`config.mk`:
```
export PLATFORM = sky130hd
export DESIGN_NAME = cdb_arbiter_flat
export DESIGN_NICKNAME = d
export VERILOG_FILES = /design/src/rtl/cdb_arbiter_pkg.sv /design/src/rtl/cdb_arbiter_if.sv /design/src/rtl/cdb_fifo.sv /design/src/rtl/cdb_arbiter.sv /design/src/flat_wrapper.sv
export SDC_FILE = /design/constraint.sdc
export NUM_CORES = 1
export LEC_CHECK = 0
export CAP_MARGIN = 20
export CORE_MARGIN = 3
export CORE_UTILIZATION = 34
export DETAILED_ROUTE_END_ITERATION = 10
export GPL_TIMING_DRIVEN = 0
export SYNTH_ARGS = -nofsm -noshare
export SYNTH_HDL_FRONTEND = slang
export SYNTH_SLANG_ARGS = --single-unit
```
`constraint.sdc`:
```
create_clock -name clk -period 8.5 [get_ports clk]
set_input_delay 1.7 -clock clk [delete_from_list [all_inputs] [get_ports clk]]
set_output_delay 1.7 -clock clk [all_outputs]
set_load 0.1 [all_outputs]
```
`src/rtl/cdb_arbiter_pkg.sv`:
```
// cdb_arbiter_pkg: shared CPU constants and the CDB entry type
package cdb_arbiter_pkg;
  localparam int ROB_ID_W = 4;
  localparam int DATA_W = 32;
  localparam int CDB_FIFO_DEPTH = 2;
  localparam int CNT_W = $clog2(CDB_FIFO_DEPTH + 1);
  localparam int IDX_W = $clog2(CDB_FIFO_DEPTH);
  typedef struct packed {
    logic [ROB_ID_W-1:0] rob_id;
    logic [DATA_W-1:0]   value;
  } cdb_entry_t;
endpackage

```
`src/rtl/cdb_arbiter_if.sv`:
```
// cdb_arbiter_if: ALU/LSB result producers and the common data bus
interface cdb_arbiter_if;
  import cdb_arbiter_pkg::*;
  logic                alu_valid;
  logic [ROB_ID_W-1:0] alu_rob_id;
  logic [DATA_W-1:0]   alu_res;
  logic                alu_ready;
  logic                lsb_valid;
  logic [ROB_ID_W-1:0] lsb_rob_id;
  logic [DATA_W-1:0]   lsb_res;
  logic                lsb_ready;
  logic                cdb_valid;
  logic [ROB_ID_W-1:0] cdb_rob_id;
  logic [DATA_W-1:0]   cdb_value;
  modport master(
    output alu_valid, alu_rob_id, alu_res, lsb_valid, lsb_rob_id, lsb_res,
    input  alu_ready, lsb_ready, cdb_valid, cdb_rob_id, cdb_value
  );
  modport slave(
    input  alu_valid, alu_rob_id, alu_res, lsb_valid, lsb_rob_id, lsb_res,
    output alu_ready, lsb_ready, cdb_valid, cdb_rob_id, cdb_value
  );
endinterface

```
`src/rtl/cdb_fifo.sv`:
```
// cdb_fifo: small shift FIFO for one result producer; head is always mem[0]
module cdb_fifo
  import cdb_arbiter_pkg::*;
(
  input  logic             clk,
  input  logic             rst,
  input  logic             flush,
  input  logic             push,
  input  logic             pop,
  input  cdb_entry_t       din,
  output cdb_entry_t       head,
  output logic [CNT_W-1:0] count
);
  cdb_entry_t mem [CDB_FIFO_DEPTH];
  logic [CNT_W-1:0] wr_idx;
  // write slot accounts for the shift of a simultaneous pop
  assign wr_idx = count - CNT_W'(pop);
  assign head = mem[0];
  always_ff @(posedge clk) begin
    if (rst || flush) count <= '0;
    else begin
      if (pop) for (int i = 0; i < CDB_FIFO_DEPTH - 1; i++) mem[i] <= mem[i+1];
      if (push) mem[wr_idx[IDX_W-1:0]] <= din;
      count <= count + CNT_W'(push) - CNT_W'(pop);
    end
  end
endmodule

```
`src/rtl/cdb_arbiter.sv`:
```
// cdb_arbiter: two-source CDB arbiter; define CDB_RR_EN for round-robin, else ALU-first priority
module cdb_arbiter
  import cdb_arbiter_pkg::*;
(
  input logic          clk,
  input logic          rst,
  input logic          rdy,
  input logic          clear,
  cdb_arbiter_if.slave bus
);
  logic [CNT_W-1:0] alu_cnt, lsb_cnt;
  cdb_entry_t alu_head, lsb_head;
  logic go, alu_push, lsb_push, alu_gnt, lsb_gnt;
  assign go = rdy && !clear;
  assign bus.alu_ready = alu_cnt != CNT_W'(CDB_FIFO_DEPTH);
  assign bus.lsb_ready = lsb_cnt != CNT_W'(CDB_FIFO_DEPTH);
  assign alu_push = go && bus.alu_valid && bus.alu_ready;
  assign lsb_push = go && bus.lsb_valid && bus.lsb_ready;
  cdb_fifo u_alu_fifo (
    .clk, .rst, .flush(clear), .push(alu_push), .pop(go && alu_gnt),
    .din({bus.alu_rob_id, bus.alu_res}), .head(alu_head), .count(alu_cnt)
  );
  cdb_fifo u_lsb_fifo (
    .clk, .rst, .flush(clear), .push(lsb_push), .pop(go && lsb_gnt),
    .din({bus.lsb_rob_id, bus.lsb_res}), .head(lsb_head), .count(lsb_cnt)
  );
`ifdef CDB_RR_EN
  logic last_alu;
  assign alu_gnt = alu_cnt != '0 && (lsb_cnt == '0 || !last_alu);
  assign lsb_gnt = lsb_cnt != '0 && !alu_gnt;
  always_ff @(posedge clk) begin
    if (rst || clear) last_alu <= 1'b0;
    else if (go && (alu_gnt || lsb_gnt)) last_alu <= alu_gnt;
  end
`else
  assign alu_gnt = alu_cnt != '0;
  assign lsb_gnt = lsb_cnt != '0 && !alu_gnt;
`endif
  // id/value hold their last broadcast when nothing is granted
  always_ff @(posedge clk) begin
    if (rst || clear) begin
      bus.cdb_valid <= 1'b0;
      bus.cdb_rob_id <= '0;
      bus.cdb_value <= '0;
    end else if (rdy) begin
      bus.cdb_valid <= alu_gnt || lsb_gnt;
      if (alu_gnt || lsb_gnt) {bus.cdb_rob_id, bus.cdb_value} <= alu_gnt ? alu_head : lsb_head;
    end
  end
endmodule

```
`src/flat_wrapper.sv`:
```
// flat-port wrapper written by rule: the top's interface ports become plain ports
module cdb_arbiter_flat import cdb_arbiter_pkg::*;
  (clk, rst, rdy, clear, bus_alu_valid, bus_alu_rob_id, bus_alu_res, bus_lsb_valid, bus_lsb_rob_id, bus_lsb_res, bus_alu_ready, bus_lsb_ready, bus_cdb_valid, bus_cdb_rob_id, bus_cdb_value);
  cdb_arbiter_if bus_i ();
  input logic clk;
  input logic rst;
  input logic rdy;
  input logic clear;
  input wire logic [$bits(bus_i.alu_valid)-1:0] bus_alu_valid;
  input wire logic [$bits(bus_i.alu_rob_id)-1:0] bus_alu_rob_id;
  input wire logic [$bits(bus_i.alu_res)-1:0] bus_alu_res;
  input wire logic [$bits(bus_i.lsb_valid)-1:0] bus_lsb_valid;
  input wire logic [$bits(bus_i.lsb_rob_id)-1:0] bus_lsb_rob_id;
  input wire logic [$bits(bus_i.lsb_res)-1:0] bus_lsb_res;
  output wire logic [$bits(bus_i.alu_ready)-1:0] bus_alu_ready;
  output wire logic [$bits(bus_i.lsb_ready)-1:0] bus_lsb_ready;
  output wire logic [$bits(bus_i.cdb_valid)-1:0] bus_cdb_valid;
  output wire logic [$bits(bus_i.cdb_rob_id)-1:0] bus_cdb_rob_id;
  output wire logic [$bits(bus_i.cdb_value)-1:0] bus_cdb_value;
  assign bus_i.alu_valid = bus_alu_valid;
  assign bus_i.alu_rob_id = bus_alu_rob_id;
  assign bus_i.alu_res = bus_alu_res;
  assign bus_i.lsb_valid = bus_lsb_valid;
  assign bus_i.lsb_rob_id = bus_lsb_rob_id;
  assign bus_i.lsb_res = bus_lsb_res;
  assign bus_alu_ready = bus_i.alu_ready;
  assign bus_lsb_ready = bus_i.lsb_ready;
  assign bus_cdb_valid = bus_i.cdb_valid;
  assign bus_cdb_rob_id = bus_i.cdb_rob_id;
  assign bus_cdb_value = bus_i.cdb_value;
  cdb_arbiter u_core (.clk(clk), .rst(rst), .rdy(rdy), .clear(clear), .bus(bus_i));
endmodule
```
==> reports/qor.csv, run 1 <==
metric;value;unit
Final HPWL DP;11400;um
PwrDens;206;nW/um^2
delay-heaviest family, CP;buffers and inverters;
CTS Root Cell;clkbuf_16;
Vias/cell;4.63;
Mapped Area;7250;um^2
Worst Hold Class;flop to flop;
unrepaired setup endpoints after global routing;false;
cts-stage hold buffer count;0;
htree depth;4;
commonest non-fill, non-tap cell in the layout;edfxtp_1;
Worst Path Arrival;2.28;ns
library cells used by synthesis;36;
area grow syn2layout;33.0;%
I/O pin total;117;
Max-Cap Viols;0;
ratio of final minimum period to clock period;46.9;%
Clock Skews;0.00737;ns
drc violations;0;
global-route wire length before repair;24900;um
cts bufs inserted;17;
core area;20600;um^2
CP max stage delay;1.20;ns
Critical Path, Cell by Cell;nand2b_1 -> clkdlybuf4s50_1;
maximum vdd drop;0.118;mV
layout cells sized above 1;20.6;%
outcome;complete, no violations;
Die X;152;um
Final #Nets;732;
fin util;46.9;%
syn_area_per_cell;15.4;um^2
Design Area, Final;9640;um^2
crit path max fanout;4;
clock slew at reported path FFs;0.06;ns
initial core utilization;35.2;%
Final GP Congestion;0.745;
Post-Route Setup TNS;0;ns
WL/cell;16.8;um
initial antenna violation count;0;
pre-CTS setup slack;4.30;ns
placed cell areas;9010;um^2
overall die height;152;um
# diodes;0;
Total GRT Usage;13.9;%
number of placement rows;52;
Resized Gates After CTS;0;
Slew Viols, Final;0;
Final WS setup;4.52;ns
Skew-Pair Late Insertion Delay;0.43;ns
DR vias;4329;
TritonRoute pass-1 iters;4;
Worst slew margin;31.6;%
Pwr Total;1.98;mW
grt ovf;0;
fin crit period;3.98;ns
CP Launch Type;flop;
Synth warnings;0;
WS Path Type;flop to output port;
Crit. End Element;output port;
die area;23100;um^2
post-CTS setup buffer count;0;
DP Cell Count;902;
slowest stage cell, crit path;clkdlybuf4s50_1;
TritonCTS clock tree;done;
Buf+Inv Stages, Crit Path;1;
Syn Inst Count;471;
fin cells;934;
Routed Antenna Nets;0;
routed wire length;15700;um
WHS;0.501;ns
sequential element share of the synthesized area;71.0;%
number of synthesized register bits;185;
Initial DRC Count;182;
largest net degree at the start of global routing;17;
commonest cells after routing, fill and taps aside;edfxtp_1, clkdlybuf4s50_1, nand2_1, nor2_1, mux2_2;
number of setup violations in the final report;0;
vias in the first global route;4633;
Achievable Freq;0.251;GHz
Worst Tran Pin Value;1.02;ns
Clock Path Buffers;2;
leakage;3.44;nW
clk sink count;185;
Critical Path RT;6.80;ns
IO buf count;116;
final count of hold timing violations;0;
## worst reg2reg max path, stage by stage, from the launching register on
cell	delay [ns]
dfxtp_1	0.36
or2_1	0.31
clkbuf_1	0.26
nor2_1	0.14
a21oi_1	0.07
nor3_2	0.60
buf_6	0.24
buf_6	0.18
## flip-flops by register name, summed over array words and instances, names as in the netlist
name,cells
u_core.bus.cdb_value,32
u_core.u_alu_fifo.count,2
u_core.u_lsb_fifo.mem,72
u_core.u_alu_fifo.mem,72
u_core.u_lsb_fifo.count,2
u_core.bus.cdb_rob_id,4
u_core.bus.cdb_valid,1
## power by group
group | internal [mW] | switching, mW | total (mW) | leakage (nW)
clock | 0.509 | 0.331 | 0.839 | 0.307
combinational | 0.0649 | 0.0714 | 0.136 | 1.48
sequential | 1.00 | 0.00709 | 1.01 | 1.66
## cells by family after synthesis
kind of cell / count (synthesis) / synth area share [%]
XOR/XNOR: 2 / 0.242
other: 1 / 0.0517
AND/OR/NAND/NOR: 135 / 7.96
flip-flops: 185 / 71.0
multiplexers: 72 / 12.7
AO/OA/AOI/OAI: 44 / 5.18
buffers and inverters: 29 / 2.31
adder cells (fa/ha/maj): 3 / 0.518
## area by class of cell
cell class | instances | area (um^2)
fill | 1865 | 10900
buffer | 26 | 156
sequential | 185 | 5140
clock inverter | 11 | 169
inverter | 3 | 11.3
timing repair buffer | 126 | 1270
clock buffer | 21 | 460
multi-input combinational | 292 | 2090
tap | 270 | 338
## cells in the mapped netlist (all sizes together)
| library cell | number | area share (%) |
|---|---|---|
| and2 | 3 | 0.26 |
| mux2 | 72 | 13 |
| o31ai | 1 | 0.10 |
| ha | 3 | 0.52 |
| a211oi | 1 | 0.10 |
| nand4 | 1 | 0.29 |
| dfxtp | 41 | 11 |
| nand2b | 3 | 0.26 |
| nand3 | 2 | 0.21 |
| clkbuf | 8 | 0.41 |
| inv | 3 | 0.16 |
| nor4 | 1 | 0.086 |
| a311oi | 36 | 4.4 |
| a21oi | 4 | 0.33 |
| nor2 | 43 | 2.3 |
| edfxtp | 144 | 60 |
| nor4b | 1 | 0.12 |
| or2 | 3 | 0.26 |
| nor3 | 3 | 0.21 |
| nand2 | 74 | 3.8 |
| o21ai | 2 | 0.29 |
| nor3b | 1 | 0.10 |
| xnor2 | 1 | 0.12 |
| xor2 | 1 | 0.12 |
| buf | 18 | 1.7 |
| conb | 1 | 0.052 |
## routing by layer
| layer | wire [um] | up-vias | track usage, % |
|---|---|---|---|
| met1 | 6910 | 2133 | 17.3 |
| li1 | - | 2096 | - |
| met5 | 0 | - | 0 |
| met4 | 162 | 0 | 4.15 |
| met2 | 7980 | 88 | 23.6 |
| met3 | 669 | 12 | 4.01 |
## worst paths after layout
check	start	endpoint	slack, ns	cells past startpoint
max	u_core.u_lsb_fifo.count[0]	bus_lsb_ready	4.52	2
min	u_core.bus.cdb_value[20]	u_core.bus.cdb_value[20]	0.50	2
max reg2reg	u_core.u_alu_fifo.count[0]	u_core.u_lsb_fifo.mem[0][21]	6.03	7
min reg2reg	u_core.bus.cdb_value[20]	u_core.bus.cdb_value[20]	0.50	2
No activity file was read; power rests on OpenSTA's default activity.
==> run 2: changes to the inputs <==
==> constraint.sdc (replaced) <==
create_clock -name clk -period 3.45 [get_ports clk]
set_input_delay 0.69 -clock clk [delete_from_list [all_inputs] [get_ports clk]]
set_output_delay 0.69 -clock clk [all_outputs]
set_load 0.1 [all_outputs]
==> run 2 against run 1 <==
Effect of this change: combinational power grew to 2.5 times the previous value; non-clock buffer count is 4 lower; power is 140% higher; critical path type unchanged.
==> reports/qor.csv, run 2 (same netlist as run 1, synthesis figures left out) <==
metric;value;unit
drc violations;0;
filler cell count;1842;
Worst Hold Class;flop to flop;
vias in the first global route;4579;
fin util;46.8;%
cts-stage hold buffer count;0;
routed wire length;15800;um
hold_sp;u_core.bus.cdb_value[22];
grt ovf;0;
Clock Skews;0.0113;ns
TritonRoute pass-1 iters;6;
Crit. End Element;output port;
global-route wire length before repair;25300;um
worst hold endpoint;u_core.bus.cdb_value[22];
Vias/cell;4.62;
number of placement rows;52;
hold path depth;2;
number of setup violations in the final report;0;
WL/cell;17.0;um
Worst Path Arrival;2.29;ns
TritonCTS clock tree;done;
cts bufs inserted;17;
Clock Path Buffers;2;
Final #Nets;728;
initial antenna violation count;0;
commonest cells after routing, fill and taps aside;edfxtp_1, clkdlybuf4s50_1, nand2_1, nor2_1, mux2_2;
core area;20600;um^2
overall die height;152;um
Resized Gates After CTS;0;
Total GRT Usage;14.0;%
clock slew at reported path FFs;0.07;ns
ratio of final minimum period to clock period;86.5;%
Achievable Freq;0.335;GHz
final count of hold timing violations;0;
CP Launch Type;flop;
Register-to-Register Path Depth;5;
Final HPWL DP;11500;um
PwrDens;492;nW/um^2
largest registers;u_core.u_alu_fifo.mem (72), u_core.u_lsb_fifo.mem (72), u_core.bus.cdb_value (32);
Initial DRC Count;203;
Worst R2R Setup Slack;1.03;ns
Reg2Reg Launch Point;u_core.u_alu_fifo.count[1];
IO buf count;116;
# diodes;0;
Pwr Total;4.73;mW
post-CTS setup buffer count;0;
outcome;complete, no violations;
maximum vdd drop;0.303;mV
reg2reg end;u_core.u_alu_fifo.mem[0][31];
register area;5140;um^2
Worst slew margin;32.3;%
die area;23100;um^2
CTS Root Cell;clkbuf_16;
DR vias;4292;
WHS;0.495;ns
largest net degree at the start of global routing;20;
htree depth;4;
initial core utilization;35.2;%
Multi-input gate area;2110;um^2
Routed Antenna Nets;0;
layout cells sized above 1;20.3;%
Die X;152;um
Slew Viols, Final;0;
I/O pin total;117;
Final GP Congestion;0.799;
Skew-Pair Late Insertion Delay;0.42;ns
Max-Cap Viols;0;
WS Path Type;flop to output port;
area grow syn2layout;32.7;%
crit path max fanout;4;
Critical Path RT;2.76;ns
commonest non-fill, non-tap cell in the layout;edfxtp_1;
Worst Tran Pin Value;1.01;ns
leakage;3.42;nW
unrepaired setup endpoints after global routing;false;
fin crit period;2.98;ns
clk sink count;185;
==> run 2: how the worst max path moves through the flow <==
stage / startpoint / to / slack [ns] / cells past startpoint
after floorplan: u_core.u_lsb_fifo.count[0] / u_core.u_lsb_fifo.mem[1][0] / -0.46 / 3
after global placement: clear / u_core.u_lsb_fifo.mem[1][3] / -1.87 / 5
after detailed placement: clear / u_core.u_alu_fifo.mem[0][26] / 0.27 / 8
after CTS: u_core.u_lsb_fifo.count[0] / bus_lsb_ready / 0.45 / 2
after global routing: u_core.u_lsb_fifo.count[0] / bus_lsb_ready / 0.42 / 2
final: u_core.u_lsb_fifo.count[0] / bus_lsb_ready / 0.47 / 2
==> run 2: report_power, final <==
group,leakage (nW),switching (mW),internal (mW)
Combinational,1.48,0.178,0.163
Sequential,1.66,0.0175,2.46
Clock,0.281,0.874,1.03
==> run 2: cell type report <==
| type | instances | share of cell area [%] |
|---|---|---|
| sequential | 185 | 53.5 |
| multi-input combinational | 292 | 21.9 |
| timing repair buffer | 122 | 13.4 |
| clock buffer | 18 | 4.57 |
| tap | 270 | 3.51 |
| buffer | 26 | 1.63 |
| clock inverter | 14 | 1.42 |
| inverter | 3 | 0.117 |
==> run 2: through the flow <==
stage	instance area [um^2]	worst slack, ns	setup TNS [ns]	instances
6_report	9620	0.466	0	930
5_1_grt	9620	0.419	0	930
4_1_cts	9590	0.451	0	929
3_5_place_dp	9010	0.268	0	897
3_3_place_gp	8890	-1.87	-140.54	892
2_1_floorplan	7390	-0.461	-16.61	506
==> run 2: layer usage <==
metal | vias to the layer above | share of wire (%) | wire, um | global-route usage [%]
li1 | 2077 | - | - | -
met1 | 2099 | 45 | 7170 | 18.3
met2 | 100 | 50 | 7890 | 23.2
met3 | 16 | 3.8 | 602 | 2.99
met4 | 0 | 1.2 | 187 | 4.75
met5 | - | 0 | 0 | 0
==> run 2: worst max-delay path, stage by stage (launching register included) <==
cell             delay, ns
dfxtp_1               0.43
nand2b_1              0.26
clkdlybuf4s50_1       1.19
==> run 3: changes to the inputs <==
--- a/config.mk
+++ b/config.mk
@@ -5,6 +5,7 @@
 export SDC_FILE = /design/constraint.sdc
 export NUM_CORES = 1
 export LEC_CHECK = 0
+export ABC_AREA = 1
 export CAP_MARGIN = 20
 export CORE_MARGIN = 3
 export CORE_UTILIZATION = 34
==> run 3 against run 2 <==
Effect of this change: worst setup slack worse by 0.073 ns; first-iteration DRC count grew 39%; maximum frequency shrank 2.4%; combinational power increased by 1%; routed wire length grew 11%; clock power grew 5%; worst hold slack worse by 0.028 ns; sequential cell count unchanged; clock skew down 0.0012 ns; design area rose by 2.0%; critical path type is now primary input to flop.
==> reports/qor.csv, run 3 <==
metric;value;unit
commonest non-fill, non-tap cell in the layout;nand2_1;
Final WS setup;0.393;ns
Clock Skews;0.0101;ns
PwrDens;493;nW/um^2
global-route wire length before repair;26800;um
post-synth top area share;58.2;%
dominant cells by area after synthesis;edfxtp_1, nand2_1, dfxtp_1, o21ai_0, nor2_1;
Worst R2R Setup Slack;1.09;ns
syn_area_per_cell;10.6;um^2
clk sink count;185;
Clock Path Buffers;2;
library cells used by synthesis;31;
die area;23700;um^2
Max-Cap Viols;0;
top cell type by total area after synthesis;edfxtp_1;
hold_sp;u_core.bus.cdb_valid;
slowest stage cell, crit path;clkdlybuf4s50_1;
Syn Inst Count;704;
Worst slew margin;27.9;%
post-CTS setup buffer count;0;
leakage;4.07;nW
grt ovf;0;
commonest cells in the netlist;nand2_1, edfxtp_1, nor2_1, o21ai_0, inv_1;
TritonRoute pass-1 iters;5;
WS Path Type;primary input to flop;
Post-Synth XOR/XNOR Area;0.236;%
area share of fa/ha/maj cells after synthesis;0.505;%
outcome;complete, no violations;
overall die height;154;um
core area;21200;um^2
Final HPWL DP;12700;um
clock slew at reported path FFs;0.06;ns
initial antenna violation count;0;
htree depth;4;
Main synth FF type;edfxtp_1;
final count of hold timing violations;0;
WL/cell;15.1;um
Resized Gates After CTS;0;
CP max stage delay;0.63;ns
I/O pin total;117;
Mapped Area;7430;um^2
Synth warnings;0;
Post-synth EDFFs;144;
cell with the most instances after synthesis;nand2_1;
largest net degree at the start of global routing;30;
CTS Root Cell;clkbuf_16;
Die X;154;um
Total GRT Usage;14.8;%
IO buf count;116;
# diodes;0;
layout cells sized above 1;8.31;%
crit path max fanout;18;
Skew-Pair Late Insertion Delay;0.43;ns
Initial DRC Count;282;
largest registers;u_core.u_alu_fifo.mem (72), u_core.u_lsb_fifo.mem (72), u_core.bus.cdb_value (32);
number of synthesized register bits;185;
Buf+Inv Stages, Crit Path;5;
Worst Hold Class;flop to flop;
fin cells;1166;
drc violations;0;
Crit. End Element;flop;
Critical Path, Cell by Cell;clkdlybuf4s50_1 -> nor2_2 -> clkbuf_1 -> inv_1 -> nor3_4 -> buf_8 -> buf_16;
DP Cell Count;1134;
commonest cells after routing, fill and taps aside;nand2_1, edfxtp_1, clkdlybuf4s50_1, nor2_1, o21ai_0;
Register-to-Register Path Depth;9;
Critical Path RT;3.58;ns
Worst Path Arrival;3.19;ns
delay-heaviest family, CP;buffers and inverters;
Post-Synth Simple-Gate Area;19.3;%
Final GP Congestion;0.800;
hold path depth;2;
TritonCTS clock tree;done;
sequential element share of the synthesized area;69.2;%
largest family of logic cells by synthesized area;simple AND/OR/NAND/NOR gates;
compound-cell area share of the yosys netlist;5.62;%
area grow syn2layout;31.9;%
Worst Tran Pin Value;1.08;ns
filler cell count;2027;
CP Launch Type;primary input;
maximum vdd drop;0.340;mV
ratio of final minimum period to clock period;88.6;%
Routed Antenna Nets;0;
cts bufs inserted;17;
pre-CTS setup slack;-0.0434;ns
DR vias;5141;
number of placement rows;53;
Reg2Reg Launch Point;u_core.u_alu_fifo.count[1];
fin crit period;3.06;ns
Final #Nets;959;
Achievable Freq;0.327;GHz
worst hold endpoint;u_core.bus.cdb_valid;
post-synthesis mux area share;0;%
reg2reg end;u_core.u_lsb_fifo.mem[1][12];
fraction of registers with async set/reset;0;%
unrepaired setup endpoints after global routing;false;
number of setup violations in the final report;0;
vias in the first global route;5100;
cts-stage hold buffer count;0;
initial core utilization;35.0;%
Vias/cell;4.41;
routed wire length;17600;um
Slew Viols, Final;0;
==> run 3: area by class of cell <==
type / instances / area (um^2) / share of cell area, %
Buffer: 34 / 195 / 1.99
Clock inverter: 8 / 80.1 / 0.817
Sequential cell: 185 / 5140 / 52.5
Tap cell: 275 / 344 / 3.51
Multi-Input combinational cell: 471 / 2070 / 21.1
Clock buffer: 24 / 536 / 5.46
Timing Repair Buffer: 120 / 1250 / 12.8
Inverter: 49 / 184 / 1.88
==> run 3: through the flow <==
stage	TNS, ns	cell area, um^2	utilization [%]	total power, mW	hold WS, ns
floorplan	0	7570	-	2.70	0.452
global placement	-119.16	9080	42.8	2.87	0.457
detailed placement	-0.756	9190	43.3	2.88	0.460
CTS	0	9810	46.2	4.87	0.471
global route	0	9810	46.2	4.99	0.510
finish	0	9810	46.2	4.84	0.467
==> run 3: how the worst max path moves through the flow <==
stage / slack (ns) / depth (start not counted) / end / startpoint
3_3_place_gp: -1.60 / 5 / u_core.u_lsb_fifo.mem[0][15] / rst
6_report: 0.39 / 7 / u_core.u_lsb_fifo.mem[1][12] / rst
2_1_floorplan: 0.09 / 7 / u_core.u_lsb_fifo.mem[0][0] / u_core.u_lsb_fifo.count[0]
4_1_cts: 0.35 / 7 / u_core.u_lsb_fifo.mem[1][11] / rst
3_5_place_dp: -0.04 / 7 / u_core.u_lsb_fifo.mem[1][12] / rst
5_1_grt: 0.22 / 7 / u_core.u_lsb_fifo.mem[1][8] / rst
==> run 3: worst register-to-register path, cell delays in order (launching register included) <==
cell     delay [ns]
dfxtp_1        0.38
nor2_4         0.17
nand2_1        0.10
nand2_1        0.09
nand2_2        0.09
buf_6          0.15
buf_4          0.18
nor3_4         0.49
buf_8          0.24
buf_16         0.17
==> run 3: cell families (layout without fill, tap and decap cells) <==
| group | count (synthesis) | in the layout |
|---|---|---|
| xor+xnor | 2 | 2 |
| simple gates | 350 | 350 |
| buf+inv | 83 | 235 |
| fa+ha+maj | 3 | 3 |
| flops | 185 | 185 |
| compound gates | 80 | 80 |
| other cells | 1 | 36 |
==> run 3: per-layer routing <==
| layer | vias up | GRT usage [%] | routed length [um] |
|---|---|---|---|
| li1 | 2642 | - | - |
| met1 | 2358 | 19.0 | 7800 |
| met2 | 125 | 24.9 | 8640 |
| met3 | 16 | 3.80 | 941 |
| met4 | 0 | 3.87 | 237 |
| met5 | - | 0 | 0 |
==> run 3: power breakdown <==
part	internal, mW	leakage (nW)	total (mW)	switching, mW
combinational	0.143	2.11	0.345	0.202
clock	1.17	0.302	2.01	0.843
sequential	2.46	1.66	2.48	0.0179
